===== src/rtl/tone_scheduler_pkg.sv =====
// Shared types and constants for the tone scheduler.
// Optional melody playback is compiled in with TONE_SCHED_PLAYBACK_EN.
package tone_pkg;

    typedef enum logic [1:0] {
        NOTE_C = 2'd0,
        NOTE_D = 2'd1,
        NOTE_E = 2'd2,
        NOTE_G = 2'd3
    } note_t;

    typedef enum logic {
        ST_IDLE = 1'b0,
        ST_PLAY = 1'b1
    } state_t;

    // Divider limit per note, in clk_audio cycles minus one (indexed by note_t)
    localparam logic [11:0] NOTE_LIMIT [4] = '{12'hBAA, 12'hA64, 12'h941, 12'h7C9};

`ifdef TONE_SCHED_PLAYBACK_EN
    localparam int unsigned MELODY_LEN = 8;
    localparam note_t MELODY [MELODY_LEN] = '{NOTE_C, NOTE_D, NOTE_E, NOTE_C,
                                             NOTE_E, NOTE_G, NOTE_E, NOTE_D};
`endif

endpackage


===== src/rtl/tone_scheduler_if.sv =====
// Key inputs and tone outputs of the tone scheduler.
// Playback request/status exist only with TONE_SCHED_PLAYBACK_EN.
interface tone_scheduler_if;
    logic       do_nota;
    logic       re_nota;
    logic       mi_nota;
    logic       sol_nota;
    logic [4:0] rom_addr;
    logic [1:0] note_sel;
    logic       tone_en;
    logic       step;
`ifdef TONE_SCHED_PLAYBACK_EN
    logic       play_start;
    logic       play_busy;
`endif

    modport master (
        output do_nota, re_nota, mi_nota, sol_nota,
`ifdef TONE_SCHED_PLAYBACK_EN
        output play_start,
        input  play_busy,
`endif
        input  rom_addr, note_sel, tone_en, step
    );

    modport slave (
        input  do_nota, re_nota, mi_nota, sol_nota,
`ifdef TONE_SCHED_PLAYBACK_EN
        input  play_start,
        output play_busy,
`endif
        output rom_addr, note_sel, tone_en, step
    );
endinterface


===== src/rtl/tone_divider.sv =====
// Rate divider for the sine ROM address: counts 0..limit and flags the
// limit cycle as a step; held at zero while clr is asserted.
module tone_divider (
    input  logic        clk_audio,
    input  logic        rst_n,
    input  logic        clr,
    input  logic [11:0] limit,
    output logic        step
);
    logic [11:0] cnt_q;

    // Counter: clear when idle, wrap to zero after the limit cycle
    always_ff @(posedge clk_audio or negedge rst_n) begin
        if (!rst_n) begin
            cnt_q <= '0;
        end else if (clr || (cnt_q == limit)) begin
            cnt_q <= '0;
        end else begin
            cnt_q <= cnt_q + 12'd1;
        end
    end

    assign step = !clr && (cnt_q == limit);
endmodule


===== src/rtl/tone_scheduler.sv =====
// Tone sequencer/arbiter: synchronizes the note keys, paces the sine ROM
// address at the selected note's rate and changes or stops notes only at
// waveform phase zero. TONE_SCHED_PLAYBACK_EN adds a fixed 8-note melody.
module tone_scheduler
    import tone_pkg::*;
#(
    parameter int unsigned SYNC_STAGES = 2,
    parameter int unsigned NOTE_WAVES  = 64
) (
    input  logic            clk_audio,
    input  logic            rst_n,
    tone_scheduler_if.slave bus
);
    if (SYNC_STAGES < 2 || NOTE_WAVES < 1) begin : g_bad_cfg
        $error("tone_scheduler: SYNC_STAGES must be >= 2 and NOTE_WAVES >= 1");
    end

    logic [SYNC_STAGES-1:0][3:0] sync_q;
    logic [3:0] keys_raw;
    logic [3:0] keys;
    logic       req_valid;
    note_t      req_note;
    state_t     state_q, state_d;
    note_t      note_q, note_d;
    logic [4:0] addr_q, addr_d;
    logic       div_step;
    logic       wrap;

    assign keys_raw = {bus.sol_nota, bus.mi_nota, bus.re_nota, bus.do_nota};
    assign keys     = sync_q[SYNC_STAGES-1];

    // Key synchronizer chain, newest sample in stage 0
    always_ff @(posedge clk_audio or negedge rst_n) begin
        if (!rst_n) begin
            sync_q <= '0;
        end else begin
            sync_q <= {sync_q[SYNC_STAGES-2:0], keys_raw};
        end
    end

    // Priority request: do > re > mi > sol
    always_comb begin
        req_valid = |keys;
        req_note  = NOTE_C;
        if (keys[0])      req_note = NOTE_C;
        else if (keys[1]) req_note = NOTE_D;
        else if (keys[2]) req_note = NOTE_E;
        else if (keys[3]) req_note = NOTE_G;
    end

    tone_divider u_div (
        .clk_audio (clk_audio),
        .rst_n     (rst_n),
        .clr       (state_q == ST_IDLE),
        .limit     (NOTE_LIMIT[note_q]),
        .step      (div_step)
    );

    assign wrap = div_step && (addr_q == 5'd31);

`ifdef TONE_SCHED_PLAYBACK_EN
    localparam int unsigned WAVE_W = (NOTE_WAVES > 1) ? $clog2(NOTE_WAVES) : 1;
    logic [WAVE_W-1:0] wave_q, wave_d;
    logic [2:0]        mel_q, mel_d;
    logic              busy_q, busy_d;

    // Melody position registers
    always_ff @(posedge clk_audio or negedge rst_n) begin
        if (!rst_n) begin
            wave_q <= '0;
            mel_q  <= '0;
            busy_q <= 1'b0;
        end else begin
            wave_q <= wave_d;
            mel_q  <= mel_d;
            busy_q <= busy_d;
        end
    end

    assign bus.play_busy = busy_q;
`endif

    // Controller state registers
    always_ff @(posedge clk_audio or negedge rst_n) begin
        if (!rst_n) begin
            state_q <= ST_IDLE;
            note_q  <= NOTE_C;
            addr_q  <= '0;
        end else begin
            state_q <= state_d;
            note_q  <= note_d;
            addr_q  <= addr_d;
        end
    end

    // Next state: start on request, decide switch/stop only at the wrap step
    always_comb begin
        state_d = state_q;
        note_d  = note_q;
        addr_d  = addr_q;
`ifdef TONE_SCHED_PLAYBACK_EN
        wave_d  = wave_q;
        mel_d   = mel_q;
        busy_d  = busy_q;
`endif
        case (state_q)
            ST_IDLE: begin
                addr_d = '0;
                if (req_valid) begin
                    note_d  = req_note;
                    state_d = ST_PLAY;
                end
`ifdef TONE_SCHED_PLAYBACK_EN
                else if (bus.play_start) begin
                    busy_d  = 1'b1;
                    mel_d   = '0;
                    wave_d  = '0;
                    note_d  = MELODY[0];
                    state_d = ST_PLAY;
                end
`endif
            end
            ST_PLAY: begin
                if (div_step) addr_d = addr_q + 5'd1;
                if (wrap) begin
`ifdef TONE_SCHED_PLAYBACK_EN
                    // Melody advances only while no key is requesting;
                    // a key request aborts playback and is served like idle play.
                    if (busy_q && !req_valid) begin
                        if (wave_q == WAVE_W'(NOTE_WAVES - 1)) begin
                            wave_d = '0;
                            if (mel_q == 3'(MELODY_LEN - 1)) begin
                                busy_d  = 1'b0;
                                state_d = ST_IDLE;
                            end else begin
                                mel_d  = mel_q + 3'd1;
                                note_d = MELODY[mel_q + 3'd1];
                            end
                        end else begin
                            wave_d = wave_q + 1'b1;
                        end
                    end else begin
                        busy_d = 1'b0;
                        if (!req_valid) state_d = ST_IDLE;
                        else            note_d  = req_note;
                    end
`else
                    if (!req_valid) state_d = ST_IDLE;
                    else            note_d  = req_note;
`endif
                end
            end
            default: state_d = ST_IDLE;
        endcase
    end

    assign bus.rom_addr = addr_q;
    assign bus.note_sel = note_q;
    assign bus.tone_en  = (state_q == ST_PLAY);
    assign bus.step     = div_step;
endmodule


===== src/flat_wrapper.sv =====
// flat-port wrapper written by rule: the top's interface ports become plain ports
module tone_scheduler_flat import tone_pkg::*;
#(
    parameter int unsigned SYNC_STAGES = 2,
    parameter int unsigned NOTE_WAVES  = 64
)
  (clk_audio, rst_n, bus_do_nota, bus_re_nota, bus_mi_nota, bus_sol_nota, bus_rom_addr, bus_note_sel, bus_tone_en, bus_step);
  tone_scheduler_if bus_i ();
  input  logic clk_audio;
  input  logic rst_n;
  input wire logic [$bits(bus_i.do_nota)-1:0] bus_do_nota;
  input wire logic [$bits(bus_i.re_nota)-1:0] bus_re_nota;
  input wire logic [$bits(bus_i.mi_nota)-1:0] bus_mi_nota;
  input wire logic [$bits(bus_i.sol_nota)-1:0] bus_sol_nota;
  output wire logic [$bits(bus_i.rom_addr)-1:0] bus_rom_addr;
  output wire logic [$bits(bus_i.note_sel)-1:0] bus_note_sel;
  output wire logic [$bits(bus_i.tone_en)-1:0] bus_tone_en;
  output wire logic [$bits(bus_i.step)-1:0] bus_step;
  assign bus_i.do_nota = bus_do_nota;
  assign bus_i.re_nota = bus_re_nota;
  assign bus_i.mi_nota = bus_mi_nota;
  assign bus_i.sol_nota = bus_sol_nota;
  assign bus_rom_addr = bus_i.rom_addr;
  assign bus_note_sel = bus_i.note_sel;
  assign bus_tone_en = bus_i.tone_en;
  assign bus_step = bus_i.step;
  tone_scheduler #(.SYNC_STAGES(SYNC_STAGES), .NOTE_WAVES(NOTE_WAVES)) u_core (.clk_audio(clk_audio), .rst_n(rst_n), .bus(bus_i));
endmodule

===== config.mk =====
export PLATFORM = sky130hd
export DESIGN_NAME = tone_scheduler_flat
export DESIGN_NICKNAME = d
export VERILOG_FILES = /design/src/rtl/tone_scheduler_pkg.sv /design/src/rtl/tone_scheduler_if.sv /design/src/rtl/tone_divider.sv /design/src/rtl/tone_scheduler.sv /design/src/flat_wrapper.sv
export SDC_FILE = /design/constraint.sdc
export NUM_CORES = 1
export LEC_CHECK = 0
export BUFFER_PORTS_ARGS = -buffer_cell sky130_fd_sc_hd__buf_4
export CAP_MARGIN = 5
export CORE_MARGIN = 2
export CORE_UTILIZATION = 50
export CTS_CLUSTER_DIAMETER = 200
export DETAILED_ROUTE_END_ITERATION = 10
export GPL_ROUTABILITY_DRIVEN = 0
export PLACE_DENSITY = 0.69
export SYNTH_ARGS = -nofsm -noshare
export SYNTH_HDL_FRONTEND = slang
export SYNTH_HIERARCHICAL = 1
export SYNTH_SLANG_ARGS = --single-unit

===== constraint.sdc =====
create_clock -name clk_audio -period 3.11 [get_ports clk_audio]
set_input_delay 0.4665 -clock clk_audio [delete_from_list [all_inputs] [get_ports clk_audio]]
set_output_delay 0.4665 -clock clk_audio [all_outputs]
set_load 0.1 [all_outputs]

Word-level counts from Yosys, hierarchy flattened
Index checks and enable logic that the tools add are counted.
{ "totals": {"out_inout_bits": 9, "ff_bits": 28} }
{ "classes": {"bitwise_logic": 2, "addsub": 2, "order_cmp": 1, "eq_ne": 4, "n_reduce_logical": 4, "mux": 16} }
{ "ops": {"columns": ["cell", "count"], "rows": [
  ["two-way mux 12 bit", 3],
  ["binary-select mux 12 bit (select 2 bit)", 1],
  ["adder 12 x 1 -> 12 bit, second input constant", 1],
  ["equality test 12 bit", 1],
  ["two-way mux 2 bit", 6],
  ["one-hot mux 5 bit (2 select lines)", 1],
  ["adder 5 x 1 -> 5 bit, second input constant", 1],
  ["equality test 5 bit, second input constant", 1],
  ["two-way mux 5 bit", 1],
  ["inequality test 2 bit, second input constant", 2],
  ["one-hot mux 2 bit (2 select lines)", 1],
  ["OR reduction 4 bit", 1],
  ["greater-or-equal comparator 3 bit, second input constant", 1],
  ["inverter 2 -> 3 bit", 1],
  ["logical AND 1 bit", 2],
  ["two-way mux 1 bit", 2],
  ["one-hot mux 1 bit (2 select lines)", 1],
  ["logical OR 1 bit", 1],
  ["inverter 1 bit", 1]
]} }

Depth between registers and ports, before layout
Gate-level depths: netlist of run 1.
{ "logic_depth": {"depth_word": 9, "depth_mapped": 10, "depth_no_buf": 9} }

Modules after synthesis
Netlist of run 1, hierarchy kept.
{ "by_module_without_submodules": {"columns": ["module", "instances", "area_per_inst_um2", "cells_per_inst"], "rows": [
  ["tone_divider", 1, 759.5, 73],
  ["tone_scheduler", 1, 708.2, 60]
]} }

Least setup slack after synthesis of run 1
Ideal clock, no wire load.
{ "synth_path": {"kind": "reg-to-reg", "startpoint": "register u_core.note_q[1], in the netlist u_core/bus.note_sel[1]", "endpoint": "register u_core.note_q[0], in the netlist u_core/bus.note_sel[0]", "stages_incl_launch_ff": 11, "arrival_time_ns": 5.694, "synth_period_minus_slack_ns": 5.814, "path_slack_ns": -2.704, "setup_time_ns": 0.120, "path_cell_list": "dfrtp_1 inv_1 ha_1 inv_1 xnor2_1 nand4_1 nor4_1 buf_6 a21bo_1 a21oi_1 o211a_1"} }
{ "synth_via": {"elab_chain_len": 8} }
{ "synth_lines": {"columns": ["element", "line", "source"], "rows": [
  ["from (decl)", "tone_scheduler.sv:24", "note_t note_q, note_d;"],
  ["from (signal assigned)", "tone_scheduler.sv:91", "note_q <= note_d;"],
  ["inverter 2 -> 3 bit (not written as such)", "tone_scheduler.sv:55", ".limit (NOTE_LIMIT[note_q]),"],
  ["binary-select mux 12 bit (select 2 bit)", "tone_scheduler.sv:55", null],
  ["two-way mux 12 bit (not written as such) (2 in series)", "tone_scheduler.sv:55", null],
  ["equality test 12 bit", "tone_divider.sv:23", "assign step = !clr && (cnt_q == limit);"],
  ["logical AND 1 bit", "tone_divider.sv:23", null],
  ["named net bus_step", "flat_wrapper.sv:18", "output wire logic [$bits(bus_i.step)-1:0] bus_step;"],
  ["logical AND 1 bit", "tone_scheduler.sv:59", "assign wrap = div_step && (addr_q == 5'd31);"],
  ["inequality test 2 bit (no line)", null, null]
]} }
The timed path passes the listed nets, and every way through them passes these cells. The select of a mux whose other input is x is not followed.
A chain may end at the register's enable or synchronous reset.

Worst setup path in the final report of run 1
{ "layout_path": {"startpoint": "register u_core.note_q[1], in the netlist u_core/bus.note_sel[1]", "endpoint": "output port bus_step"} }
{ "layout_via": {"elab_chain_len": 6} }
{ "layout_lines": {"columns": ["element", "line"], "rows": [
  ["inverter 2 -> 3 bit (not written as such)", "tone_scheduler.sv:55"],
  ["binary-select mux 12 bit (select 2 bit)", "tone_scheduler.sv:55"],
  ["two-way mux 12 bit (not written as such) (2 in series)", "tone_scheduler.sv:55"],
  ["equality test 12 bit", "tone_divider.sv:23"],
  ["logical AND 1 bit", "tone_divider.sv:23"],
  ["to (decl)", "flat_wrapper.sv:18"]
]} }
No other way between the ends. The select of a mux whose other input is x is not followed.

==> impl_metrics.yaml, run 1 <==
sta:
  relSlewSlack_pct: 45.3
  setup-violations-final: 0
  fin_setup_tns_ns: 0
  hold_ws_ns: 0.0293
  layout_min_cycle_time_ns: 2.75
  slew_violations: 0
  rsz0062_at_grt: "no"
  hold_viol: 0
  period_share_pct: 88.6
  tightest_slew_ns: 0.817
  skew_ns: 0.00923
  fmax_ghz: 0.363
yosys:
  ys_seq_area_share_pct: 47.7
  syn_area_per_cell_um2: 11.0
  synth_area_mm2: 0.00147
  synth_top_area_share_pct: 47.7
  synth_top_area_cell: "dfrtp_1"
  yosys_warnings: 6
  synth-edff-count: 0
  synth-seq-cells: 28
  ys_types: 28
  async_flop_share_pct: 100
  synth.area.top_cells: "dfrtp_1, xnor2_1, ha_1"
  syn_inst: 133
  synth_fp_nets: 149
  ys.flop_type: "dfrtp_1"
route:
  drc_errors: 0
  wl_per_cell_um: 13.6
  viasPerCell: 5.35
  drtPass1Iterations: 4
  vias: 953
  drtIter0Drc: 35
  wl_um: 2420
  ant_nets: 0
global_routing:
  grt_usage_pct: 16.1
  grt_pass1_vias: 936
  grt_max_degree: 29
  gr-total-overflow: 0
  grt_pass1_wl_um: 4190
  grt_antenna_before_repair: 0
placement:
  io_buffers: 14
  dp_cells: 174
  post-dp-hpwl_um: 1850
cells_and_area:
  mostFrequentLayoutCells: "dfrtp_1, xnor2_1, buf_4"
  final_layout_size_suffix_gt1_share_pct: 23.8
  final_common_cell: "dfrtp_1"
  finalNonFillerCells: 178
  final_nets: 164
  diodes: 0
  syn_to_final_growth_pct: 13.6
floorplanning:
  fp.dieH_um: 58.2
  dieArea_mm2: 0.00338
  num_rows: 19
  initial_core_util_pct: 52.8
  io_pins: 15
  die_w_um: 58.2
  core_area_mm2: 0.00278
clock_tree:
  root_buffer: "clkbuf_4"
  clk_latency_ns: 0.32
  cts_setup_buffers: 0
  clockBufferDepth: 2
  tritoncts: "done"
  ctsHoldBuffers: 0
  h-tree-depth: 1
  cts_sinks: 28
  post_cts_resized: 0
  path_clk_slew_ns: 0.15
  cts_buffers: 3
worst_setup_path:
  cp-start-kind: "flip-flop"
  cp_data_arrival_time_ns: 2.29
  worstPathRequired_ns: 2.64
  criticalPathCategory: "flip-flop to output port"
  end_kind: "output port"
  critical_path.max_fanout: 8
job:
  maxCapViolations: 0
power:
  p_leak_uw: 0.000736
  p_per_area_mw_per_mm2: 370
  ir_drop_v: 0.000321
min_path:
  min_path_type: "input port to asynchronous set/reset pin"
run_status:
  status: "finished, final reports clean"
where the power goes:
part	internal, uW	switching [uW]
Clock	130	102
Combinational	5.06	9.17
Sequential	369	2.06
Total	505	113
state kept, by name, summed over array words and instances, names as in the netlist:
register,count
u_core/keys,4
u_core/sync_q,4
u_core/u_div/cnt_q,12
u_core/bus.note_sel,2
u_core/bus.rom_addr,5
u_core/bus.tone_en,1
cells in the mapped netlist (2+ instances only):
cell type  count
dfrtp_1       28
xnor2_1       20
nor2_1        11
ha_1          10
inv_1          9
nor3_1         9
nand3_1        6
nand4_1        6
xor2_1         4
buf_6          3
mux2i_1        3
nand2_1        3
nor3_2         3
a21oi_1        2
nand2_2        2
nor4_2         2
layer usage:
metal | part of all wire [%] | track usage, % | up-vias
met4 | 0.78 | 2.99 | 0
met3 | 2.4 | 2.68 | 2
met5 | 0 | 0 | -
met1 | 46 | 21.2 | 469
met2 | 50 | 28.1 | 11
li1 | - | - | 471
critical path, cell delays in order (launching register included):
cell and delay [ns]:
dfrtp_4 0.55, inv_4 0.11, ha_4 0.21, inv_2 0.06
xnor2_1 0.11, nand4_1 0.19, nor4_4 0.24, buf_4 0.20
buf_4 0.30
final timing paths:
| kind | from | to | slack [ns] | cells after the start |
|---|---|---|---|---|
| max | u_core/bus.note_sel[1] | bus_step | 0.36 | 8 |
| min | rst_n | u_core/u_div/cnt_q[6] | 0.03 | 1 |
| max reg2reg | u_core/bus.note_sel[1] | u_core/u_div/cnt_q[4] | 0.90 | 7 |
| min reg2reg | u_core/sync_q[0] | u_core/keys[0] | 0.37 | 0 |
| max in group asynchronous | rst_n | u_core/bus.note_sel[0] | 2.80 | 1 |
| min in group clk_audio | bus_sol_nota | u_core/sync_q[3] | 0.24 | 1 |
cells by family after synthesis:
group	Yosys count	synth area share, %
DFF	28	47.7
muxes	3	2.05
AOI/OAI and AO/OA	7	3.41
and+or+nand+nor	46	18.3
xor gates and xnor gates	24	14.3
adders and majority gates	10	8.53
other	1	0.256
buffers and inverters	14	5.37
cell type report:
class	instances	area, um2
clock buffer	3	22.5
clock inverter	1	30.0
fill	242	1110
inverter	9	38.8
multi-input combinational	91	716
sequential	28	709
tap	31	38.8
timing repair buffer	15	113
stage by stage:
stage	cell area, um2	power (uW)	utilization [%]	setup WS (ns)
6_report	1670	617	60.0	0.355
5_1_grt	1670	647	60.0	0.179
4_1_cts	1670	624	60.0	0.324
3_5_place_dp	1620	393	58.1	0.715
3_3_place_gp	1620	393	58.1	0.757
2_1_floorplan	1510	381	-	-0.0710
Power figures use the tool's default switching activity.
==> run 2: changes to the inputs <==
--- a/config.mk
+++ b/config.mk
@@ -7,12 +7,14 @@
 export LEC_CHECK = 0
 export BUFFER_PORTS_ARGS = -buffer_cell sky130_fd_sc_hd__buf_4
 export CAP_MARGIN = 5
+export CELL_PAD_IN_SITES_DETAIL_PLACEMENT = 1
+export CELL_PAD_IN_SITES_GLOBAL_PLACEMENT = 2
 export CORE_MARGIN = 2
-export CORE_UTILIZATION = 50
+export CORE_UTILIZATION = 41
 export CTS_CLUSTER_DIAMETER = 200
 export DETAILED_ROUTE_END_ITERATION = 10
 export GPL_ROUTABILITY_DRIVEN = 0
-export PLACE_DENSITY = 0.69
+export PLACE_DENSITY_LB_ADDON = 0.1
 export SYNTH_ARGS = -nofsm -noshare
 export SYNTH_HDL_FRONTEND = slang
 export SYNTH_HIERARCHICAL = 1
==> impl_metrics.yaml, run 2 (synthesized netlist as in run 1, its figures left out) <==
clock_tree:
  clockBufferDepth: 2
  post_cts_resized: 0
  clk_latency_ns: 0.33
  h-tree-depth: 1
  cts_sinks: 28
  cts_buffers: 3
  root_buffer: "clkbuf_4"
  cts_setup_buffers: 0
  ctsHoldBuffers: 0
  tritoncts: "done"
  path_clk_slew_ns: 0.15
worst_setup_path:
  cpMostUsedCell: "buf_4"
  path_cells: "inv_4, ha_1, inv_1, xnor2_1, nand4_1, nor4_4, buf_4, buf_4"
  cp_num_buf_inv: 4
  r2r_slack_ns: 0.83
  worst-r2r-cell-count: 10
  crit_start: "u_core/bus.note_sel[1]"
  worstPathRequired_ns: 2.64
  crit_slowest_cell: "dfrtp_4"
  end_kind: "output port"
  cpLargestDelayFamily: "buffers and inverters"
  r2r_end: "u_core/bus.note_sel[0]"
  criticalPathCategory: "flip-flop to output port"
  worstSetupPathDepth: 8
  critical_path.max_fanout: 8
  endpoint: "bus_step"
  worst_path_largest_cell_delay_ns: 0.56
  regToRegStartpoint: "u_core/bus.note_sel[1]"
  cp_data_arrival_time_ns: 2.36
  cp-start-kind: "flip-flop"
cells_and_area:
  syn_to_final_growth_pct: 15.4
  final_layout_size_suffix_gt1_share_pct: 24.3
  fillCellCount: 373
  mostFrequentLayoutCells: "dfrtp_1, xnor2_1, buf_4"
  finalNonFillerCells: 194
  final_nets: 165
  largest_reg_flops: 12
  final_common_cell: "dfrtp_1"
  diodes: 0
  post-route-util_pct: 50.0
  fin_area_mm2: 0.00169
  top_register: "u_core/u_div/cnt_q"
min_path:
  min_path_type: "input port to asynchronous set/reset pin"
sta:
  setup-violations-final: 0
  skew_ns: 0.00558
  fin_setup_tns_ns: 0
  fmax_ghz: 0.354
  rsz0062_at_grt: "no"
  hold_viol: 0
  relSlewSlack_pct: 53.5
  tightest_slew_ns: 0.697
  period_share_pct: 90.8
  layout_min_cycle_time_ns: 2.82
  slew_violations: 0
  setup_ws_ns: 0.287
power:
  p_leak_uw: 0.000741
  p_per_area_mw_per_mm2: 368
  ir_drop_v: 0.000178
floorplanning:
  core_area_mm2: 0.00339
  die_w_um: 63.8
  num_rows: 21
  initial_core_util_pct: 43.3
  io_pins: 15
  dieArea_mm2: 0.00407
  fp.dieH_um: 63.8
route:
  ant_nets: 0
  viasPerCell: 4.95
  wl_per_cell_um: 14.8
  drtPass1Iterations: 2
  wl_um: 2880
  drc_errors: 0
  drtIter0Drc: 30
  vias: 961
global_routing:
  grt_usage_pct: 16.6
  grt_antenna_before_repair: 0
  gr-total-overflow: 0
  grt_max_degree: 29
  grt_pass1_wl_um: 5200
  grt_pass1_vias: 1083
placement:
  pre_cts_slack_ns: 0.627
  place_area_mm2: 0.00164
  post-dp-hpwl_um: 2180
  dp_cells: 190
  io_buffers: 14
job:
  maxCapViolations: 0
run_status:
  status: "finished, final reports clean"
run 2: worst min-delay path by stage:
stage                           from                      to  slack, ns  depth (start not counted)
floorplan                      rst_n  u_core/bus.rom_addr[0]       0.17                          0
global placement    u_core/sync_q[2]          u_core/keys[2]       0.33                          0
detailed placement  u_core/sync_q[0]          u_core/keys[0]       0.34                          0
CTS                            rst_n   u_core/u_div/cnt_q[7]       0.02                          1
global route                   rst_n   u_core/u_div/cnt_q[7]       0.01                          1
finish                         rst_n   u_core/u_div/cnt_q[7]       0.02                          1
run 2: through the flow:
step | hold WS, ns | total power, uW
global route | 0.00985 | 656
detailed placement | 0.341 | 394
floorplan | 0.171 | 381
finish | 0.0195 | 624
CTS | 0.0215 | 634
global placement | 0.333 | 393
run 2: layer usage:
layer / GRT usage [%] / vias up / part of all wire (%)
li1: - / 471 / -
met1: 20.3 / 470 / 44
met2: 28.6 / 16 / 52
met3: 3.17 / 4 / 3.1
met4: 6.52 / 0 / 1.6
met5: 0 / - / 0
run 2: layout make-up:
type	count	area [um2]	share of cell area, %
Timing Repair Buffer	16	120	7.09
Clock buffer	3	22.5	1.33
Clock inverter	1	30.0	1.77
Inverter	9	38.8	2.29
Sequential cell	28	709	41.9
Multi-Input combinational cell	91	716	42.2
Tap cell	46	57.6	3.40
run 2: report_power, final:
group	internal [uW]	total (uW)	switching [uW]
Sequential	369	371	2.08
Combinational	5.06	14.5	9.39
Clock	130	238	108
